[src/rtl/run_control_input_pkg.sv]
// run_control_input_pkg: shared run-state and phase types for the
// switch-side run controller (no ports; imported by the rtl files).
package run_control_input_pkg;

  typedef enum logic [1:0] {
    RS_RESET = 2'd0,
    RS_HALT  = 2'd1,
    RS_RUN   = 2'd2,
    RS_STEP  = 2'd3
  } run_state_t;

  typedef logic [1:0] phase_t;

  localparam int HOLD_W = 8;
  typedef logic [HOLD_W-1:0] hold_t;

endpackage

[src/rtl/run_control_input_switch_debouncer.sv]
// switch_debouncer: 2-FF sync, debounce filter, rising-edge pulse.
// Ports: clk, rst_n (async low), raw in; level (filtered), rise (1-cycle).
module switch_debouncer
  import run_control_input_pkg::*;
#(
  parameter int DEBOUNCE_CYCLES = 4,
  parameter int CNT_WIDTH       = 20
) (
  input  logic clk,
  input  logic rst_n,
  input  logic raw,
  output logic level,
  output logic rise
);

  localparam logic [CNT_WIDTH-1:0] CNT_LAST =
    CNT_WIDTH'(DEBOUNCE_CYCLES - 1);

  logic sync1;
  logic sync2;
  logic level_prev;
  logic [CNT_WIDTH-1:0] cnt;

  always_ff @(posedge clk or negedge rst_n) begin
    if (!rst_n) begin
      sync1      <= 1'b0;
      sync2      <= 1'b0;
      level      <= 1'b0;
      level_prev <= 1'b0;
      cnt        <= '0;
    end else begin
      sync1      <= raw;
      sync2      <= sync1;
      level_prev <= level;
      if (sync2 == level) begin
        cnt <= '0;
      end else if (cnt >= CNT_LAST) begin
        // this sample is the Nth differing one in a row
        level <= sync2;
        cnt   <= '0;
      end else begin
        cnt <= cnt + 1'b1;
      end
    end
  end

  assign rise = level & ~level_prev;

endmodule

[src/rtl/run_control_input.sv]
// run_control_input: debounced run/halt/step/clear control for the core.
// Ports: clkBase, rst (async low), sigCH/sigCE/sigCP in; cpuClkEn, cpuRst, running, phase out.
module run_control_input
  import run_control_input_pkg::*;
#(
  parameter int DEBOUNCE_CYCLES = 4,
  parameter int CNT_WIDTH       = 20,
  parameter int CLK_DIV         = 4,
  parameter int RST_HOLD        = 4
) (
  input  logic       clkBase,
  input  logic       rst,
  input  logic       sigCH,
  input  logic       sigCE,
  input  logic       sigCP,
  output logic       cpuClkEn,
  output logic       cpuRst,
  output logic       running,
  output logic [1:0] phase
);

  localparam phase_t PHASE_LAST = phase_t'(CLK_DIV - 1);
  localparam hold_t  HOLD_LAST  = hold_t'(RST_HOLD - 1);

  logic ch_level;
  logic ch_rise;
  logic ce_level;
  logic ce_edge;
  logic cp_level;
  logic cp_edge;
  logic unused_ok;

  switch_debouncer #(
    .DEBOUNCE_CYCLES(DEBOUNCE_CYCLES),
    .CNT_WIDTH      (CNT_WIDTH)
  ) u_ch (
    .clk  (clkBase),
    .rst_n(rst),
    .raw  (sigCH),
    .level(ch_level),
    .rise (ch_rise)
  );

  switch_debouncer #(
    .DEBOUNCE_CYCLES(DEBOUNCE_CYCLES),
    .CNT_WIDTH      (CNT_WIDTH)
  ) u_ce (
    .clk  (clkBase),
    .rst_n(rst),
    .raw  (sigCE),
    .level(ce_level),
    .rise (ce_edge)
  );

  switch_debouncer #(
    .DEBOUNCE_CYCLES(DEBOUNCE_CYCLES),
    .CNT_WIDTH      (CNT_WIDTH)
  ) u_cp (
    .clk  (clkBase),
    .rst_n(rst),
    .raw  (sigCP),
    .level(cp_level),
    .rise (cp_edge)
  );

  assign unused_ok = ^{ch_rise, ce_level, cp_level};

  run_state_t state;
  run_state_t state_next;
  hold_t      hold;
  hold_t      hold_next;
  phase_t     phase_next;
  logic       clk_en_next;
  logic       cpu_rst_next;
  logic       running_next;

  always_ff @(posedge clkBase or negedge rst) begin
    if (!rst) begin
      state    <= RS_RESET;
      hold     <= '0;
      phase    <= '0;
      cpuClkEn <= 1'b0;
      cpuRst   <= 1'b0;
      running  <= 1'b0;
    end else begin
      state    <= state_next;
      hold     <= hold_next;
      phase    <= phase_next;
      cpuClkEn <= clk_en_next;
      cpuRst   <= cpu_rst_next;
      running  <= running_next;
    end
  end

  always_comb begin
    state_next   = state;
    hold_next    = hold;
    phase_next   = '0;
    clk_en_next  = 1'b0;
    cpu_rst_next = 1'b1;
    unique case (state)
      RS_RESET: begin
        cpu_rst_next = 1'b0;
        if (ce_edge) begin
          hold_next = '0;
        end else if (hold == HOLD_LAST) begin
          state_next   = RS_HALT;
          hold_next    = '0;
          cpu_rst_next = 1'b1;
        end else begin
          hold_next = hold + 1'b1;
        end
      end
      RS_HALT: begin
        if (ce_edge) begin
          state_next   = RS_RESET;
          hold_next    = '0;
          cpu_rst_next = 1'b0;
        end else if (ch_level) begin
          state_next = RS_RUN;
        end else if (cp_edge) begin
          state_next = RS_STEP;
        end
      end
      RS_RUN, RS_STEP: begin
        if (ce_edge) begin
          state_next   = RS_RESET;
          hold_next    = '0;
          cpu_rst_next = 1'b0;
        end else if (phase == PHASE_LAST) begin
          // period boundary: the only point where the core may stop
          if (state == RS_STEP || !ch_level) begin
            state_next = RS_HALT;
          end
        end else begin
          phase_next  = phase + 1'b1;
          clk_en_next = (phase_next == PHASE_LAST);
        end
      end
      default: begin
        state_next   = RS_RESET;
        hold_next    = '0;
        cpu_rst_next = 1'b0;
      end
    endcase
    running_next = (state_next == RS_RUN) ||
                   (state_next == RS_STEP);
  end

endmodule

[config.mk]
export PLATFORM = sky130hd
export DESIGN_NAME = run_control_input
export DESIGN_NICKNAME = d
export VERILOG_FILES = /design/src/rtl/run_control_input_pkg.sv /design/src/rtl/run_control_input_switch_debouncer.sv /design/src/rtl/run_control_input.sv
export SDC_FILE = /design/constraint.sdc
export NUM_CORES = 1
export LEC_CHECK = 0
export CORE_AREA = 2 2 71 73
export CTS_CLUSTER_SIZE = 14
export DETAILED_ROUTE_END_ITERATION = 6
export DIE_AREA = 0 0 73 75
export GPL_ROUTABILITY_DRIVEN = 0
export PLACE_DENSITY = 0.79
export SYNTH_ARGS = -nofsm -noshare
export SYNTH_HDL_FRONTEND = slang
export SYNTH_HIERARCHICAL = 1
export SYNTH_SLANG_ARGS = --single-unit
[constraint.sdc]
create_clock -name clkBase -period 4.77 [get_ports clkBase]
set_input_delay 0.954 -clock clkBase [delete_from_list [all_inputs] [get_ports clkBase]]
set_output_delay 0.954 -clock clkBase [all_outputs]
set_load 0.01 [all_outputs]
---- After elaboration in Yosys (flattened, before gate mapping) ----
Cells that the tools add are included.
word-level totals
  register bits ........................... 86
  input port bits ......................... 5
  output and inout port bits .............. 5
  word-level logic and storage cells ...... 85
cells by class
  add/sub/neg operators ................... 5
  magnitude comparators ................... 3
  equality and inequality tests ........... 12
  mux-type cells .......................... 29
  bitwise logic cells ..................... 7
  reductions and logical operators ........ 9
operators with widths
  cell                                                                number
  two-way mux 20 bit                                                  6
  adder 20 x 1 -> 20 bit, second input constant                       3
  greater-or-equal comparator 20 x 2 -> 1 bit, second input constant  3
  two-way mux 8 bit                                                   3
  two-way mux 2 bit                                                   11
  one-hot mux 8 bit (2 select lines)                                  1
  == test 2 bit, second input constant                                6
  adder 8 x 1 -> 8 bit, second input constant                         1
  == test 8 x 2 -> 1 bit, second input constant                       1
  two-way mux 1 bit                                                   6
  one-hot mux 2 bit (3 select lines)                                  1
  AND reduction 2 bit                                                 3
  NOT 1 bit                                                           5
  == test 1 bit                                                       3
  OR reduction 3 bit                                                  1
  adder 2 x 1 -> 2 bit, second input constant                         1
  AND 1 bit                                                           2
  == test 2 x 1 -> 1 bit, second input constant                       1
  zero test 2 bit                                                     1
  logical OR 1 bit                                                    2
  inequality test 2 x 1 -> 1 bit, second input constant               1
  one-hot mux 1 bit (2 select lines)                                  1
  OR reduction 2 bit                                                  1
  zero test 1 bit                                                     1

---- Logic depth before layout (Yosys ltp) ----
  word-level depth ........................ 8
  depth in mapped cells ................... 6
  gate-level depth less buffers ........... 5

---- By module ----
Netlist, hierarchy kept.
modules (own cells, without submodules)
  module             instances  cells each  area each (µm²)  sequential area each (µm²)
  switch_debouncer   3          40          711.9            600.6
  run_control_input  1          71          710.7            350.3

---- Least setup slack after synthesis ----
OpenSTA, ideal clock, no wires.
  kind .................................... reg-to-reg
  start point ............................. register hold[0]
  end point ............................... register hold[5]
  setup time .............................. 0.121 ns
  arrival time ............................ 1.448 ns
  data required time ...................... 4.649 ns
  setup slack ............................. 3.201 ns
  stages on the path, launching flop included .. 7
  path buffers ............................ 1
  clock period less this slack ............ 1.569 ns
  cells stage by stage .................... dfrtp_1 -> ha_1 -> nor3b_1 -> a21oi_2 -> buf_6 -> a21o_1 -> a22o_2
between the ends
  word-level cells in the longest chain between the ends .. 4
  elaborated cells between the ends (all ways) .. 5
  classes of those cells .................. add/sub: 1; eq/ne: 1; mux: 3
ends and longest elaborated chain
  item                                                            line                                                source
  from (decl)                                                     run_control_input.sv:70                             hold_t hold;
  from (signal assigned)                                          run_control_input.sv:87                             hold <= hold_next;
  adder 8 x 1 -> 8 bit or == test 8 x 2 -> 1 bit (tied branches)  run_control_input.sv:111, run_control_input.sv:106
  two-way mux 8 bit (*)                                           run_control_input.sv:106                            end else if (hold == HOLD_LAST) begin
  two-way mux 8 bit (*)                                           run_control_input.sv:104                            if (ce_edge) begin
  one-hot mux 8 bit (2 select lines) (*)                          run_control_input.sv:101                            unique case (state)
Every way passes the cells marked *; elsewhere a longest branch is shown, timed or not.
A chain may end at the register's enable or synchronous reset.

==> run summary <==
Area after DPL: 3151 um^2
Worst Tran Pin Value: 0.9775 ns
Pwr Density: 466.7 nW/um^2
Resized cells post-CTS: 0
CP max FO: 7
CP peak stage delay: 0.57 ns
Worst path cell trace: clkdlybuf4s50_1
Outcome: complete, no violations
Final setup fails: 0
Row count: 25
RSZ-0062 raised after global routing: no
Detailed Route WL: 3666 um
Mean post-synth cell area: 14.90 um^2
Die ar.: 5475 um^2
HP Start: u_ce/sync1
Final instance area: 3376 um^2
Die Wd: 73 um
MaxCap Viol Count: 0
Antenna violations before repair: 0
Setup TNS Final: 0 ns
Slew headroom: 34.83%
Clock transition at path regs: 0.07 ns
# port buffers: 9
Final Hold Violating Endpoints: 0
Area of the mapped netlist: 2815 um^2
Fraction of layout cells with a size suffix above 1: 12.12%
Via density: 4.660
Growth of design area from synthesis to finish: 19.91%
CTS Buf Count: 9
Die outline height: 75 um
GRT Residual Overflow: 0
Leakage: 1.598 nW
H-tree levels: 3
Wirelength per Cell: 11.53 um
Post-CTS setup buffer count: 0
CTS tree: built
CP bufs+invs: 1
DRC viols: 0
CP delay by family, top: buffers and inverters
Crit-path slowest cell: clkdlybuf4s50_1
Drt initial violations: 103
Syn. warnings: 6
Vias in the first global route: 1464
GRT Total Usage: 16.31%
Critical Path AT: 1.34 ns
Setup CP Type: reg2out
Cells after Synth: 189
Final Skew: 0.008449 ns
Clock insertion delay at the later pin of the skew report: 0.34 ns
Crit end category: primary output
Global-route wire length before repair: 6258 um
Startpoint Class: flip-flop
RR Startpoint: u_ce/level
Drt first pass iters: 4
Required @ worst endpoint: 3.82 ns
Clk sinks: 85
Via count: 1482
Post-CTS Hold Buffers: 0
DP HPWL: 2353 um
Max IR drop VDD: 0.0002659 V
Antenna Cells: 0
Nets@finish: 270
Ports: 10
Final max-slew violation count: 0
Hold Path Class: reg2reg
Clk buf depth: 2
Min Clock Period, post-route: 2.299 ns
Final antenna-violating net count: 0
Core area: 4661 um^2
Place WS: 2.850 ns
Setup ws final: 2.471 ns
Starting Density: 60.40%
FMAX: 435.0 MHz
Largest net degree at the start of global routing: 86
Root Driver: clkbuf_8
Final worst-path cycle share: 48.19%
[layout make-up]
cell class | count | area [um^2]
sequential | 85 | 2127
clock inverter | 4 | 70.07
multi-input combinational | 151 | 857.1
clock buffer | 12 | 155.1
timing repair buffer | 9 | 87.58
fill | 323 | 1285
tap | 54 | 67.56
inverter | 3 | 11.26
[per-stage QoR]
stage | hold slack (ns) | util (%) | instances | total power, mW
detailed placement | 0.3355 | 67.60 | 302 | 1.043
floorplan | 0.3312 | - | 240 | 0.9852
global route | 0.3604 | 72.43 | 318 | 1.656
CTS | 0.3527 | 72.43 | 318 | 1.599
finish | 0.3521 | 72.43 | 318 | 1.576
global placement | 0.3321 | 67.60 | 302 | 1.032
[cell usage in the layout (no fill, tap or decap), types with 2 or more instances in the layout]
master / count
dfrtp_1: 85
conb_1: 54
nor4_1: 15
clkbuf_8: 11
nand2_1: 10
nor2_1: 9
clkdlybuf4s50_1: 8
nor2b_1: 6
ha_1: 6
a31oi_1: 5
o21ai_0: 4
a21oi_1: 4
mux2_2: 4
inv_1: 3
and3_1: 3
nand2b_1: 3
nand3_1: 3
or3_4: 3
xnor2_1: 3
and2_2: 3
nor3_1: 3
a22o_2: 2
a41oi_1: 2
bufinv_16: 2
clkinv_2: 2
[flip-flops by register name, summed over array words and instances, names as in the netlist, named ones only]
register / flops
cpuClkEn: 1
cpuRst: 1
hold: 8
phase: 2
u_ce/cnt: 20
u_ce/level: 1
u_ce/level_prev: 1
u_ce/sync1: 1
u_ce/sync2: 1
u_ch/cnt: 20
u_ch/level: 1
u_ch/sync1: 1
u_ch/sync2: 1
u_cp/cnt: 20
u_cp/level: 1
u_cp/level_prev: 1
u_cp/sync1: 1
u_cp/sync2: 1
[final timing paths]
check                         endpoint  slack [ns]  cells after the start
max                            running        2.47                      1
min                         u_ce/sync2        0.35                      0
max reg2reg                    hold[7]        2.89                      5
min reg2reg                 u_ce/sync2        0.35                      0
max in group asynchronous  u_ce/cnt[4]        3.38                      1
min in group asynchronous  u_ch/cnt[2]        0.78                      1
[layer usage]
| layer | global-route usage, % | wire length [um] |
|---|---|---|
| met4 | 10.08 | 77 |
| met5 | 0 | 0 |
| met3 | 6.158 | 157 |
| met2 | 26.23 | 1874 |
| met1 | 18.63 | 1557 |
[power breakdown]
group / total [mW] / internal (mW) / leakage (nW) / switching (mW)
Sequential: 0.824 / 0.780 / 1.03 / 0.0436
Clock: 0.545 / 0.322 / 0.116 / 0.223
Combinational: 0.206 / 0.0905 / 0.451 / 0.116
Total: 1.58 / 1.19 / 1.60 / 0.383
(Power assumes the default switching activity.)
==> patch 1 (same flow settings) <==
`CNT_WIDTH` is set to 20 in 2 places; all go to 16.
--- a/src/rtl/run_control_input_switch_debouncer.sv
+++ b/src/rtl/run_control_input_switch_debouncer.sv
@@ -5,5 +5,5 @@
 #(
   parameter int DEBOUNCE_CYCLES = 4,
-  parameter int CNT_WIDTH       = 20
+  parameter int CNT_WIDTH       = 16
 ) (
   input  logic clk,
--- a/src/rtl/run_control_input.sv
+++ b/src/rtl/run_control_input.sv
@@ -5,5 +5,5 @@
 #(
   parameter int DEBOUNCE_CYCLES = 4,
-  parameter int CNT_WIDTH       = 20,
+  parameter int CNT_WIDTH       = 16,
   parameter int CLK_DIV         = 4,
   parameter int RST_HOLD        = 4
Function: no difference found for any inputs over 10 cycles, from zero or initial values and one cycle with rst low; that may be too few to reach the edited logic, so the function may still have changed.
==> patch 1 against the original RTL <==
Core utilization fell by 9.7 points; total power down 13%; cell count decreased by 11%; wire length decreased by 21%; sequential cell count down 12; clock power down 16%; design area decreased by 13%; synthesized area shrank 13%; setup slack better by 0.019 ns.
==> patch 1: results (changes against the original RTL) <==
outcome: "completed"
vias_per_cell: 4.67  # +0.16%
dp_hpwl_um: 2000  # -15%
placed_area_um2: 2730  # -13%
nets: 235  # -13%
grt_max_degree: 55  # -36%
grt_use_total_pct: 13.5  # -2.9 points
drive_gt1_share_pct: 12.2  # +0.11 points
finalNonFillerCells: 283  # -11%
p_sw_mw: 0.368  # -3.7%
drt_iter0_drc: 108  # +4.9%
met3_usage_pct: 4.42  # -1.7 points
p_leak_nw: 1.38  # -14%
placed_cells: 267  # -12%
power_frac_comb_pct: 14.5  # +1.4 points
dp_slack_ns: 2.63  # -0.218 ns
numCtsBuffers: 9  # unchanged
tightestPinTransition_ns: 1.09  # +0.116 ns
met1_length_um: 1300  # -17%
met1_usage_pct: 15.7  # -2.9 points
skew_ns: 0.00437  # -0.00408 ns
top_regs: "u_ce/cnt (16), u_ch/cnt (16), u_cp/cnt (16)"
seqCellArea_um2: 1830  # -14%
met2_usage_pct: 20.9  # -5.3 points
grt_pass1_vias: 1245  # -15%
cts-resized-gates: 0  # unchanged
powerDensity_nw_per_um2: 469  # +0.54%
wl_met2_um: 1430  # -24%
wl_met3_um: 98  # -38%
wl_per_cell_um: 10.3  # -11%
irDropWorstVdd_mv: 0.380  # +43%
grt_pass1_wl_um: 5290  # -15%
cts_buffer_depth: 2  # unchanged
## patch 1: final cells by class
type                       instances  area share (%)
timing repair buffer              10            3.17
sequential                        73            62.4
tap                               54            2.31
multi-input combinational        127            25.1
clock inverter                     7            2.40
inverter                           3           0.385
clock buffer                       9            4.23
## patch 1: final timing paths
path	from	end	slack (ns)	depth (start not counted)
max	flip-flop	running	2.49	1
min	u_cp/sync1$_DFF_PN0_	u_cp/sync2$_DFF_PN0_	0.35	0
max reg2reg	u_ce/level$_DFFE_PN0P_	hold[7]$_DFFE_PN0P_	2.92	5
min reg2reg	u_cp/sync1$_DFF_PN0_	u_cp/sync2$_DFF_PN0_	0.35	0
max in group asynchronous	rst	hold[3]$_DFFE_PN0P_	3.09	2
min in group asynchronous	rst	u_cp/cnt[13]$_DFF_PN0_	0.82	1
==> patch 2 (same flow settings) <==
Without the edit above. The 4 states of `run_state_t` get a one-hot encoding in 4 bits.
--- a/src/rtl/run_control_input_pkg.sv
+++ b/src/rtl/run_control_input_pkg.sv
@@ -3,9 +3,9 @@
 package run_control_input_pkg;
 
-  typedef enum logic [1:0] {
-    RS_RESET = 2'd0,
-    RS_HALT  = 2'd1,
-    RS_RUN   = 2'd2,
-    RS_STEP  = 2'd3
+  typedef enum logic [3:0] {
+    RS_RESET = 4'b0001,
+    RS_HALT  = 4'b0010,
+    RS_RUN   = 4'b0100,
+    RS_STEP  = 4'b1000
   } run_state_t;
 
Formal check against the unedited RTL: same outputs for any inputs over 10 cycles, from zero or initial values and one cycle with rst low; not proved beyond that.
==> patch 2 against the original RTL <==
Via count grew 15%; first-iteration DRC count is 8.7% lower; combinational power shrank 39%; sequential cell count is 3 higher; synthesized area increased by 7.8%; design area increased by 6.7%; cell count is 6.6% higher; total power down 1.5%; sequential share of layout area down 1.8 points; count of clock-buffer cells in the layout fell by 2; non-clock buffer count stayed put; core utilization is 4.9 points higher; setup slack gained 0.039 ns; wire length up 17%; critical path type unchanged; largest power group unchanged.
==> patch 2: results (changes against the original RTL) <==
r2r-end: "hold[5]$_DFFE_PN0P_"
routed_wirelength_um: 4300  # +17%
grt_max_degree: 89  # +3.5%
cts-root-buf: "clkbuf_8"
fmax_ghz: 0.443  # +1.7%
vias_per_cell: 5.01  # +7.4%
diodes: 0  # unchanged
met2_usage_pct: 28.9  # +2.7 points
crit_fanout: 4  # -3
p_sw_mw: 0.356  # -7.1%
met3_usage_pct: 5.35  # -0.80 points
wl_met2_um: 2050  # +9.5%
top_regs: "u_ce/cnt (20), u_ch/cnt (20), u_cp/cnt (20)"
nets: 292  # +8.1%
met1_length_um: 1920  # +24%
dp_hpwl_um: 2630  # +12%
skew_ns: 0.00929  # +0.000840 ns
p_leak_nw: 1.69  # +5.9%
path_clk_slew_ns: 0.07  # about the same
rr_worst_depth: 4  # -1
yosysWarnings: 6  # unchanged
dr.max_layer_used: "met4"
grt_pass1_vias: 1680  # +15%
min_path_type: "reg2reg"
io_buffers: 9  # unchanged
irDropWorstVdd_mv: 0.341  # +28%
slowest_delay_ns: 0.55  # -0.02 ns
clock_latency_ns: 0.35
cts_buffer_depth: 2  # unchanged
cts-resized-gates: 0  # unchanged
critPathSlowestCell: "clkdlybuf4s50_1"
grt_pass1_wl_um: 7500  # +20%
hp-start: "u_ce/sync1$_DFF_PN0_"
worstHoldPathCells: 0  # unchanged
cpLargestDelayFamily: "buffers and inverters"
htreeDepth: 3  # unchanged
drt_iter0_drc: 94  # -8.7%
dp_slack_ns: 2.89  # +0.0411 ns
antenna_found_initial: 0  # unchanged
startpoint: "phase[0]$_DFF_PN0_"
ff2ff_setup_slack_ns: 2.98  # +0.09 ns
post_cts_buffers: 0  # unchanged
arrival_ns: 1.31  # -0.03 ns
drive_gt1_share_pct: 10.2  # -1.9 points
grt_use_total_pct: 19.2  # +2.9 points
wl_met3_um: 160  # +1.9%
worstHoldEndpoint: "u_ce/sync2$_DFF_PN0_"
dr.pass1.iters: 4  # unchanged
r2r_start: "u_ce/level$_DFFE_PN0P_"
outcome: "completed"
met1_usage_pct: 23.9  # +5.3 points
worstSetupEndpoint: "phase[0]"
n_fill_cell: 289  # -11%
numCtsBuffers: 9  # unchanged
tightestPinTransition_ns: 1.01  # +0.0346 ns
[patch 2: power by group through the flow]
stage	registers, mW	logic (mW)	clock network [mW]
CTS	0.833	0.125	0.605
detailed placement	0.847	0.122	0
global placement	0.845	0.117	0
floorplan	0.835	0.0902	0
global route	0.840	0.142	0.634
finish	0.834	0.125	0.593
[patch 2: per-stage QoR]
stage / total power [mW] / instance area, um^2 / cells / hold slack, ns / utilization [%]
final: 1.55 / 3600 / 339 / 0.353 / 77.3
after global routing: 1.62 / 3600 / 339 / 0.362 / 77.3
after CTS: 1.56 / 3600 / 339 / 0.354 / 77.3
after detailed placement: 0.969 / 3370 / 324 / 0.336 / 72.3
after global placement: 0.962 / 3370 / 324 / 0.332 / 72.3
after floorplan: 0.925 / 3230 / 264 / 0.331 / -
[patch 2: layout make-up]
class	count	area (um^2)	area share, %
clock buffers	10	128	3.54
multi-input cells	168	991	27.5
well taps	54	67.6	1.88
clock inverters	5	106	2.95
flip-flops and latches	88	2200	61.2
repair buffers	9	87.6	2.43
inverters	5	18.8	0.521
